$ cat src/rtl/store_buffer_unit.sv
// Store buffer: formats SB/SH/SW/SD stores, rejects misaligned ones, queues legal stores and
// drains them to dmem over req/ack. Define STORE_BUF_FWD_EN to enable store-to-load forwarding.
module store_buffer_unit #(
    parameter int XLEN   = 32,
    parameter int ADDR_W = 32,
    parameter int DEPTH  = 4
) (
    input  logic                       ms_riscv32_mp_clk_in,
    input  logic                       ms_riscv32_mp_rst_in,
    input  logic                       st_valid_in,
    output logic                       st_ready_out,
    input  logic [2:0]                 funct3_in,
    input  logic [ADDR_W-1:0]          iadder_in,
    input  logic [XLEN-1:0]            rs2_in,
    output logic                       misaligned_out,
    output logic [$clog2(DEPTH):0]     sb_count_out,
    output logic                       ms_riscv32_mp_dmwr_req_out,
    output logic [ADDR_W-1:0]          ms_riscv32_mp_dmaddr_out,
    output logic [XLEN-1:0]            ms_riscv32_mp_dmdata_out,
    output logic [XLEN/8-1:0]          ms_riscv32_mp_dmwr_mask_out,
    input  logic                       ms_riscv32_mp_dmwr_ack_in,
    input  logic [ADDR_W-1:0]          ld_addr_in,
    output logic                       ld_hit_out,
    output logic [XLEN-1:0]            ld_data_out,
    output logic [XLEN/8-1:0]          ld_mask_out
);

    localparam int MW    = XLEN / 8;
    localparam int OFF_W = $clog2(MW);
    localparam int PTR_W = $clog2(DEPTH);
    localparam int CNT_W = PTR_W + 1;

    typedef enum logic {IDLE, BUSY} state_t;

    state_t             state, state_next;
    logic [PTR_W-1:0]   wr_ptr, rd_ptr;
    logic [CNT_W-1:0]   count;
    logic               misalign_p1;

    logic [ADDR_W-1:0]  mem_addr [DEPTH];
    logic [XLEN-1:0]    mem_data [DEPTH];
    logic [MW-1:0]      mem_mask [DEPTH];

    logic [OFF_W-1:0]   off;
    logic [ADDR_W-1:0]  fmt_addr;
    logic [XLEN-1:0]    fmt_data;
    logic [MW-1:0]      fmt_mask;
    logic               fmt_legal;
    logic               push, pop, req;

    // Stage 0: format the incoming store into aligned address / lane-replicated data / mask
    always_comb begin
        off       = iadder_in[OFF_W-1:0];
        fmt_addr  = {iadder_in[ADDR_W-1:OFF_W], {OFF_W{1'b0}}};
        fmt_data  = '0;
        fmt_mask  = '0;
        fmt_legal = 1'b0;
        case (funct3_in)
            3'b000: begin
                fmt_legal = 1'b1;
                fmt_data  = {MW{rs2_in[7:0]}};
                fmt_mask  = MW'(1) << off;
            end
            3'b001: begin
                fmt_legal = !off[0];
                fmt_data  = {(MW/2){rs2_in[15:0]}};
                fmt_mask  = MW'(2'b11) << off;
            end
            3'b010: begin
                fmt_legal = (off[1:0] == 2'b00);
                fmt_data  = {(XLEN/32){rs2_in[31:0]}};
                fmt_mask  = MW'(4'hF) << off;
            end
            3'b011: begin
                // Doubleword stores only exist on the 64-bit build
                fmt_legal = (XLEN == 64) && (off == '0);
                fmt_data  = rs2_in;
                fmt_mask  = '1;
            end
            default: fmt_legal = 1'b0;
        endcase
    end

    assign st_ready_out = (count != CNT_W'(DEPTH));
    assign req          = (state == BUSY);
    assign push         = st_valid_in & st_ready_out & fmt_legal;
    assign pop          = req & ms_riscv32_mp_dmwr_ack_in;

    // Stage 1: FIFO storage (data only, no reset)
    always_ff @(posedge ms_riscv32_mp_clk_in) begin
        if (push) begin
            mem_addr[wr_ptr] <= fmt_addr;
            mem_data[wr_ptr] <= fmt_data;
            mem_mask[wr_ptr] <= fmt_mask;
        end
    end

    always_ff @(posedge ms_riscv32_mp_clk_in or negedge ms_riscv32_mp_rst_in) begin
        if (!ms_riscv32_mp_rst_in) begin
            state       <= IDLE;
            wr_ptr      <= '0;
            rd_ptr      <= '0;
            count       <= '0;
            misalign_p1 <= 1'b0;
        end else begin
            state       <= state_next;
            misalign_p1 <= st_valid_in & st_ready_out & !fmt_legal;
            if (push) wr_ptr <= wr_ptr + 1'b1;
            if (pop)  rd_ptr <= rd_ptr + 1'b1;
            if (push && !pop)      count <= count + CNT_W'(1);
            else if (pop && !push) count <= count - CNT_W'(1);
        end
    end

    always_comb begin
        state_next = state;
        case (state)
            IDLE: if (push) state_next = BUSY;
            BUSY: if (pop && !push && count == CNT_W'(1)) state_next = IDLE;
            default: state_next = IDLE;
        endcase
    end

    // Stage 2: dmem port presents the head entry while a request is outstanding
    assign ms_riscv32_mp_dmwr_req_out  = req;
    assign ms_riscv32_mp_dmaddr_out    = req ? mem_addr[rd_ptr] : '0;
    assign ms_riscv32_mp_dmdata_out    = req ? mem_data[rd_ptr] : '0;
    assign ms_riscv32_mp_dmwr_mask_out = req ? mem_mask[rd_ptr] : '0;
    assign misaligned_out              = misalign_p1;
    assign sb_count_out                = count;

`ifdef STORE_BUF_FWD_EN
    logic [ADDR_W-1:0] ld_aligned;
    logic [PTR_W-1:0]  fwd_idx;
    logic              unused_ld_off;

    assign unused_ld_off = ^ld_addr_in[OFF_W-1:0];

    // Scan oldest to youngest so the youngest matching entry overrides older ones
    always_comb begin
        ld_aligned  = {ld_addr_in[ADDR_W-1:OFF_W], {OFF_W{1'b0}}};
        fwd_idx     = '0;
        ld_hit_out  = 1'b0;
        ld_data_out = '0;
        ld_mask_out = '0;
        for (int i = 0; i < DEPTH; i++) begin
            fwd_idx = rd_ptr + PTR_W'(i);
            if ((CNT_W'(i) < count) && (mem_addr[fwd_idx] == ld_aligned)) begin
                ld_hit_out  = 1'b1;
                ld_data_out = mem_data[fwd_idx];
                ld_mask_out = mem_mask[fwd_idx];
            end
        end
    end
`else
    logic unused_ld_addr;

    assign unused_ld_addr = ^ld_addr_in;
    assign ld_hit_out     = 1'b0;
    assign ld_data_out    = '0;
    assign ld_mask_out    = '0;
`endif

endmodule
$ cat config.mk
export PLATFORM = sky130hd
export DESIGN_NAME = store_buffer_unit
export DESIGN_NICKNAME = d
export VERILOG_FILES = /design/src/rtl/store_buffer_unit.sv
export SDC_FILE = /design/constraint.sdc
export NUM_CORES = 1
export LEC_CHECK = 0
export ABC_AREA = 0
export BUFFER_PORTS_ARGS = -buffer_cell sky130_fd_sc_hd__buf_2
export CAP_MARGIN = 20
export CORE_ASPECT_RATIO = 0.75
export CORE_MARGIN = 3
export CORE_UTILIZATION = 55
export CTS_CLUSTER_SIZE = 24
export DETAILED_ROUTE_END_ITERATION = 6
export GPL_TIMING_DRIVEN = 1
export PLACE_DENSITY = 0.84
export SLEW_MARGIN = 20
export SYNTH_ARGS = -nofsm -noshare
export SYNTH_HDL_FRONTEND = slang
export SYNTH_SLANG_ARGS = --single-unit
$ cat constraint.sdc
create_clock -name ms_riscv32_mp_clk_in -period 4.7 [get_ports ms_riscv32_mp_clk_in]
set_input_delay 0.235 -clock ms_riscv32_mp_clk_in [delete_from_list [all_inputs] [get_ports ms_riscv32_mp_clk_in]]
set_output_delay 0.235 -clock ms_riscv32_mp_clk_in [all_outputs]
set_load 0.05 [all_outputs]
======== Word level (Yosys, flattened, before mapping) ========
Memories as Yosys holds them, arrays and structs flattened.
Cells that the tools add are included.
storage, ports and cells
  bits in registers ....................... 9
  memory bits (writable) .................. 264
  output and inout port bits .............. 111
  word-level logic and storage cells ...... 48
  memories kept ........................... 3
memories
  name      depth  width  read ports  clocked after memory_dff  write ports  RTL line  source
  mem_data  4      32     1           0                         1            41        logic [XLEN-1:0] mem_data [DEPTH];
  mem_addr  4      30     1           0                         1            40        logic [ADDR_W-1:0] mem_addr [DEPTH];
  mem_mask  4      4      1           0                         1            42        logic [MW-1:0] mem_mask [DEPTH];
operators by class
  add/sub/neg operators ................... 4
  equal/unequal tests ..................... 5
  shift-type cells ........................ 3
  muxes and demuxes ....................... 12
  bitwise operators ....................... 5
  reduce and logical (&&, ||, !) cells .... 11
operators by type and width
  operator             count
  $pmux 32 s3          1
  $mux 32              2
  $pmux 4 s4           1
  $eq 3x1->1 const B   2
  $eq 3x2->1 const B   2
  $mux 3               2
  $add 2x1->2 const B  2
  $and 1x1->1          4
  $logic_not 1->1      4
  $mux 4               1
  $shl 1x2->4 const A  1
  $shl 2x2->4 const A  1
  $shl 4x2->4 const A  1
  $add 3x1->3 const B  1
  $logic_and 1x1->1    3
  $logic_not 3->1      1
  $mux 1               3
  $ne 3x3->1 const B   1
  $pmux 1 s3           1
  $sub 3x1->3 const B  1
  $logic_not 2->1      1
  $pmux 1 s2           1
  $reduce_bool 2->1    1
  $reduce_or 2->1      1
  $not 1->1            1

======== Longest topological paths before layout ========
  depth after elaboration ................. 8
  gate-level depth with buffers ........... 8
  mapped depth without buffers ............ 8

======== Worst setup path before layout ========
No wires, ideal clock.
  kind .................................... register to register
  start point ............................. reg count[0], in the netlist sb_count_out[0]
  end point ............................... mem mem_addr[0][0] (netlist bit) (enable)
  setup time .............................. 0.431 ns
  arrival time ............................ 3.239 ns
  path slack .............................. 1.030 ns
  stages on the path, launching flop included .. 6
  path buffers ............................ 0
  clock period less this slack ............ 3.670 ns
  path through ............................ dfrtp_1 > inv_1 > ha_1 > a21bo_2 > a211oi_4 > and2_1
between the ends
  word-level cells in the longest chain between the ends .. 5
ends and longest elaborated chain
  element                       RTL line  source
  from (decl)                   37        logic [CNT_W-1:0] count;
  from (signal assigned)        110       if (push && !pop) count <= count + CNT_W'(1);
  from (signal assigned)        111       else if (pop && !push) count <= count - CNT_W'(1);
  $ne 3x3->1                    84        assign st_ready_out = (count != CNT_W'(DEPTH));
  $and 1x1->1 (2 in series)     86        assign push = st_valid_in & st_ready_out & fmt_legal;
  net push                      49        logic push, pop, req;
  $mux 1                        91        if (push) begin
  $mux 1 (not written as such)  92        mem_addr[wr_ptr] <= fmt_addr;
  to (decl)                     40
The timed path passes the listed nets, and every way through them passes these cells.

======== Worst setup path in the final report ========
  start point ............................. reg rd_ptr[0]
  end point ............................... out ms_riscv32_mp_dmaddr_out[18]
between the ends
  word-level cells in the longest chain between the ends .. 2
ends and longest elaborated chain
  element                 RTL line  source
  from (decl)             36        logic [PTR_W-1:0] wr_ptr, rd_ptr;
  from (signal assigned)  109       if (pop) rd_ptr <= rd_ptr + 1'b1;
  $mem_v2 4x30            -
  $mux 32                 126       assign ms_riscv32_mp_dmaddr_out = req ? mem_addr[rd_ptr] : '0;
  to (decl)               18        output logic [ADDR_W-1:0] ms_riscv32_mp_dmaddr_out,
No other way between the ends.

==> impl_metrics.sql <==
INSERT INTO impl_metrics (metric_group, metric, value, unit) VALUES
('outcome', 'run_status', 'finished clean', ''),
('sta', 'finalClockSkew', '8.31', 'ps'),
('finish', 'fin_area', '13200', 'um2'),
('routing', 'drt_pre_antenna_iters', '4', ''),
('routing', 'vias_per_cell', '5.57', ''),
('place', 'place_ws', '1830', 'ps'),
('cts', 'tritoncts_clock_tree', 'yes', ''),
('sta', 'postLayoutSetupSlackWorst', '1610', 'ps'),
('grt', 'grt.overflow.total', '0', ''),
('critical_path', 'worst_path_largest_cell_delay', '910', 'ps'),
('grt', 'grt_pass1_vias', '6275', ''),
('sta', 'grt_setup_unrepaired', 'no', ''),
('sta', 'timing.final.max_slew_violations', '0', ''),
('critical_path', 'crit_path_cell_trace', 'buf_4 > mux4_2 > and2_1 > buf_2', ''),
('grt', 'number_of_antenna_violations_at_the_first_check_in_global_routing', '0', ''),
('floorplanning', 'fp.coreArea', '19800', 'um2'),
('finish', 'final_core_utilization', '66.8', '%'),
('sta', 'final.hold.worst_slack', '35.0', 'ps'),
('floorplanning', 'floorplan.io_pins', '214', ''),
('routing', 'num_vias', '5870', ''),
('finish', 'antennaDiodeCount', '0', ''),
('power', 'pwr_density_cell', '620', 'nW/um2'),
('finish', 'flow.area_growth_from_synthesis', '16.4', '%'),
('logic_synthesis', 'synthCells', '610', ''),
('power', 'maximum_vdd_drop', '0.489', 'mV'),
('sta', 'tightest_slew', '1040', 'ps'),
('cts', 'clkLatencyLatePin', '510', 'ps'),
('grt', 'grt_max_degree', '72', ''),
('logic_synthesis', 'synth_seq_cells', '273', ''),
('critical_path', 'cp.required', '4470', 'ps'),
('finish', 'num-nets-final', '894', ''),
('finish', 'drive_above_1_share', '32.8', '%'),
('logic_synthesis', 'synthesized_area', '11400', 'um2'),
('logic_synthesis', 'synthDistinctLibCells', '33', ''),
('sta', 'max_freq', '324', 'MHz'),
('critical_path', 'worst_path_max_delay_cell', 'dfrtp_4', ''),
('routing', 'detail_route.iter0.violations', '621', ''),
('min_path', 'hold_depth', '3', ''),
('critical_path', 'timing.critical_path.fanout_max', '37', ''),
('critical_path', 'r2r.worst_path.cells', '5', ''),
('critical_path', 'timing.critical_path.from_type', 'flop', ''),
('logic_synthesis', 'syn-mean-instance-area', '18.6', 'um2'),
('place', 'portBuffers', '142', ''),
('logic_synthesis', 'yosysSeqAreaShare', '71.7', '%'),
('routing', 'detail_route.wl_per_cell', '21.0', 'um'),
('min_path', 'worstHoldPathType', 'primary input to flop', ''),
('place', 'gp_congestion', '0.758', ''),
('critical_path', 'crit_buf_inv', '2', ''),
('cts', 'clock_sinks', '273', ''),
('sta', 'timing.max_slew.rel_slack', '30.7', '%'),
('floorplanning', 'dieArea', '22400', 'um2'),
('critical_path', 'crit_path_end_kind', 'primary output', ''),
('routing', 'detail_route.drc_violations', '0', ''),
('cts', 'cts-buffers-inserted', '26', ''),
('place', 'hpwlAfterDp', '13000', 'um'),
('grt', 'track_usage', '19.8', '%'),
('cts', 'clk_pin_slew_worst_paths', '60', 'ps'),
('cts', 'post_cts.resized_instances', '0', ''),
('floorplanning', 'die-height', '130', 'um'),
('finish', 'layout_commonest_cell', 'edfxtp_1', ''),
('critical_path', 'timing_worst_setup_path_type', 'flop to primary output', ''),
('routing', 'drt.antenna.violating_nets', '0', ''),
('run', 'timing.max_cap.violations', '0', ''),
('floorplanning', 'floorplan.rows', '44', ''),
('routing', 'drt-total-wl', '22200', 'um'),
('critical_path', 'timing.critical_path.depth', '4', ''),
('critical_path', 'worstPathArrival', '2850', 'ps'),
('cts', 'clock-root-buffer', 'clkbuf_16', ''),
('cts', 'htree_levels', '1', ''),
('sta', 'hold_viol_final', '0', ''),
('sta', 'post-route-min-period', '3090', 'ps'),
('sta', 'final_min_period_over_clock_period', '65.7', '%'),
('logic_synthesis', 'yosys_warnings', '0', ''),
('floorplanning', 'initial_core_util', '57.3', '%'),
('cts', 'max-clock-path-buffers', '3', ''),
('critical_path', 'cpLargestDelayFamily', 'flip-flops', ''),
('sta', 'setup_viol', '0', ''),
('floorplanning', 'fp.dieW', '172', 'um'),
('place', 'dpl_cell_area', '12100', 'um2'),
('finish', 'final_cell_mix', 'edfxtp_1 (264), buf_2 (142), mux4_2 (66), and2_1 (66), conb_1 (39)', ''),
('grt', 'grt_pass1_wl', '34100', 'um'),
('sta', 'setup_total_negative_slack', '0', 'ps'),
('power', 'total_leakage_power', '4.73', 'nW');
sequential cells by signal (all words and copies together) (netlist names):
name                        count
mem_addr                      120
mem_data                      128
mem_mask                       16
misaligned_out                  1
ms_riscv32_mp_dmwr_req_out      1
rd_ptr                          2
sb_count_out                    3
wr_ptr                          2
synthesized netlist by cell type:
master | instances | area, um2
buf_1 | 6 | 22.5
nor2_1 | 11 | 41.3
or2_2 | 1 | 6.26
dfrtp_1 | 9 | 225
mux4_2 | 66 | 1490
mux2_4 | 1 | 15.0
mux2_2 | 8 | 90.1
inv_1 | 6 | 22.5
buf_6 | 3 | 33.8
o21ai_0 | 11 | 55.1
a21oi_1 | 20 | 100
conb_1 | 1 | 3.75
o21a_1 | 1 | 7.51
xor2_1 | 2 | 17.5
nor2b_1 | 8 | 50.1
a21o_1 | 1 | 7.51
nand3_1 | 1 | 5.00
a211oi_4 | 1 | 20.0
clkinv_1 | 1 | 3.75
and2_1 | 70 | 438
mux2i_1 | 9 | 90.1
clkbuf_1 | 14 | 52.6
or3_4 | 1 | 11.3
buf_4 | 39 | 293
ha_1 | 10 | 125
nand4b_1 | 1 | 8.76
edfxtp_1 | 264 | 7930
a21bo_2 | 1 | 10.0
a211oi_1 | 1 | 7.51
nand2_1 | 29 | 109
buf_2 | 8 | 40.0
nor3_1 | 1 | 5.00
xnor2_1 | 4 | 35.0
metal layers:
metal	up-vias	GRT usage, %	share of wire, %	wire (um)
met5	-	0	0	0
met3	23	4.78	7.9	1750
met2	249	33.3	49	10900
met4	0	3.94	1.3	284
li1	2622	-	-	-
met1	2976	27.2	41	9200
power by group:
part	internal [mW]	switching, mW
Clock	1.12	0.829
Combinational	1.05	2.02
Sequential	2.84	0.345
Total	5.01	3.19
final cells by class:
cell class	count	area [um2]
Inverter	7	26.3
Sequential cell	273	8160
Multi-Input combinational cell	298	2900
Fill cell	1343	6590
Clock buffer	39	721
Timing Repair Buffer	175	1040
Tap cell	253	317
Clock inverter	9	72.6
worst paths after layout:
| kind | start | end | slack (ps) |
|---|---|---|---|
| hold / removal | ms_riscv32_mp_dmwr_ack_in | rd_ptr[1] | 40 |
| min in group asynchronous | ms_riscv32_mp_rst_in | wr_ptr[0] | 120 |
| max in group asynchronous | ms_riscv32_mp_rst_in | rd_ptr[1] | 4360 |
| setup / recovery | rd_ptr[0] | ms_riscv32_mp_dmaddr_out[18] | 1610 |
| setup reg to reg | sb_count_out[0] | mem_addr[3][25] | 1850 |
| hold reg to reg | sb_count_out[0] | sb_count_out[0] | 580 |
worst register-to-register path, delay by kind of cell, from the launching register on:
family / cells / cell delay (ps)
buffers and inverters: 1 / 90
and+or+nand+nor: 1 / 930
DFF: 1 / 440
adders and majority gates: 1 / 220
AOI/OAI and AO/OA: 2 / 740
stage by stage:
step	total power, mW	instances
after global placement	6.26	975
after CTS	8.29	1054
after global routing	8.56	1054
final	8.20	1054
after detailed placement	6.32	975
after floorplan	5.64	648
cells by family (layout without fill, tap and decap cells):
logic type / Yosys count / in the layout / share of synthesized area (%)
mux: 84 / 84 / 14.8
xor+xnor: 6 / 6 / 0.462
fa+ha+maj: 10 / 10 / 1.10
other cells: 1 / 39 / 0.0330
simple gates: 123 / 123 / 5.93
buf+inv: 77 / 230 / 4.12
flops: 273 / 273 / 71.7
compound gates: 36 / 36 / 1.83
repair_timing:
item | 4_1_cts | 5_1_grt
hold endpoints to repair | 129 | 0
hold buffers | 31 | 0
buffers inserted | 0 | 0
(Power assumes the default switching activity.)
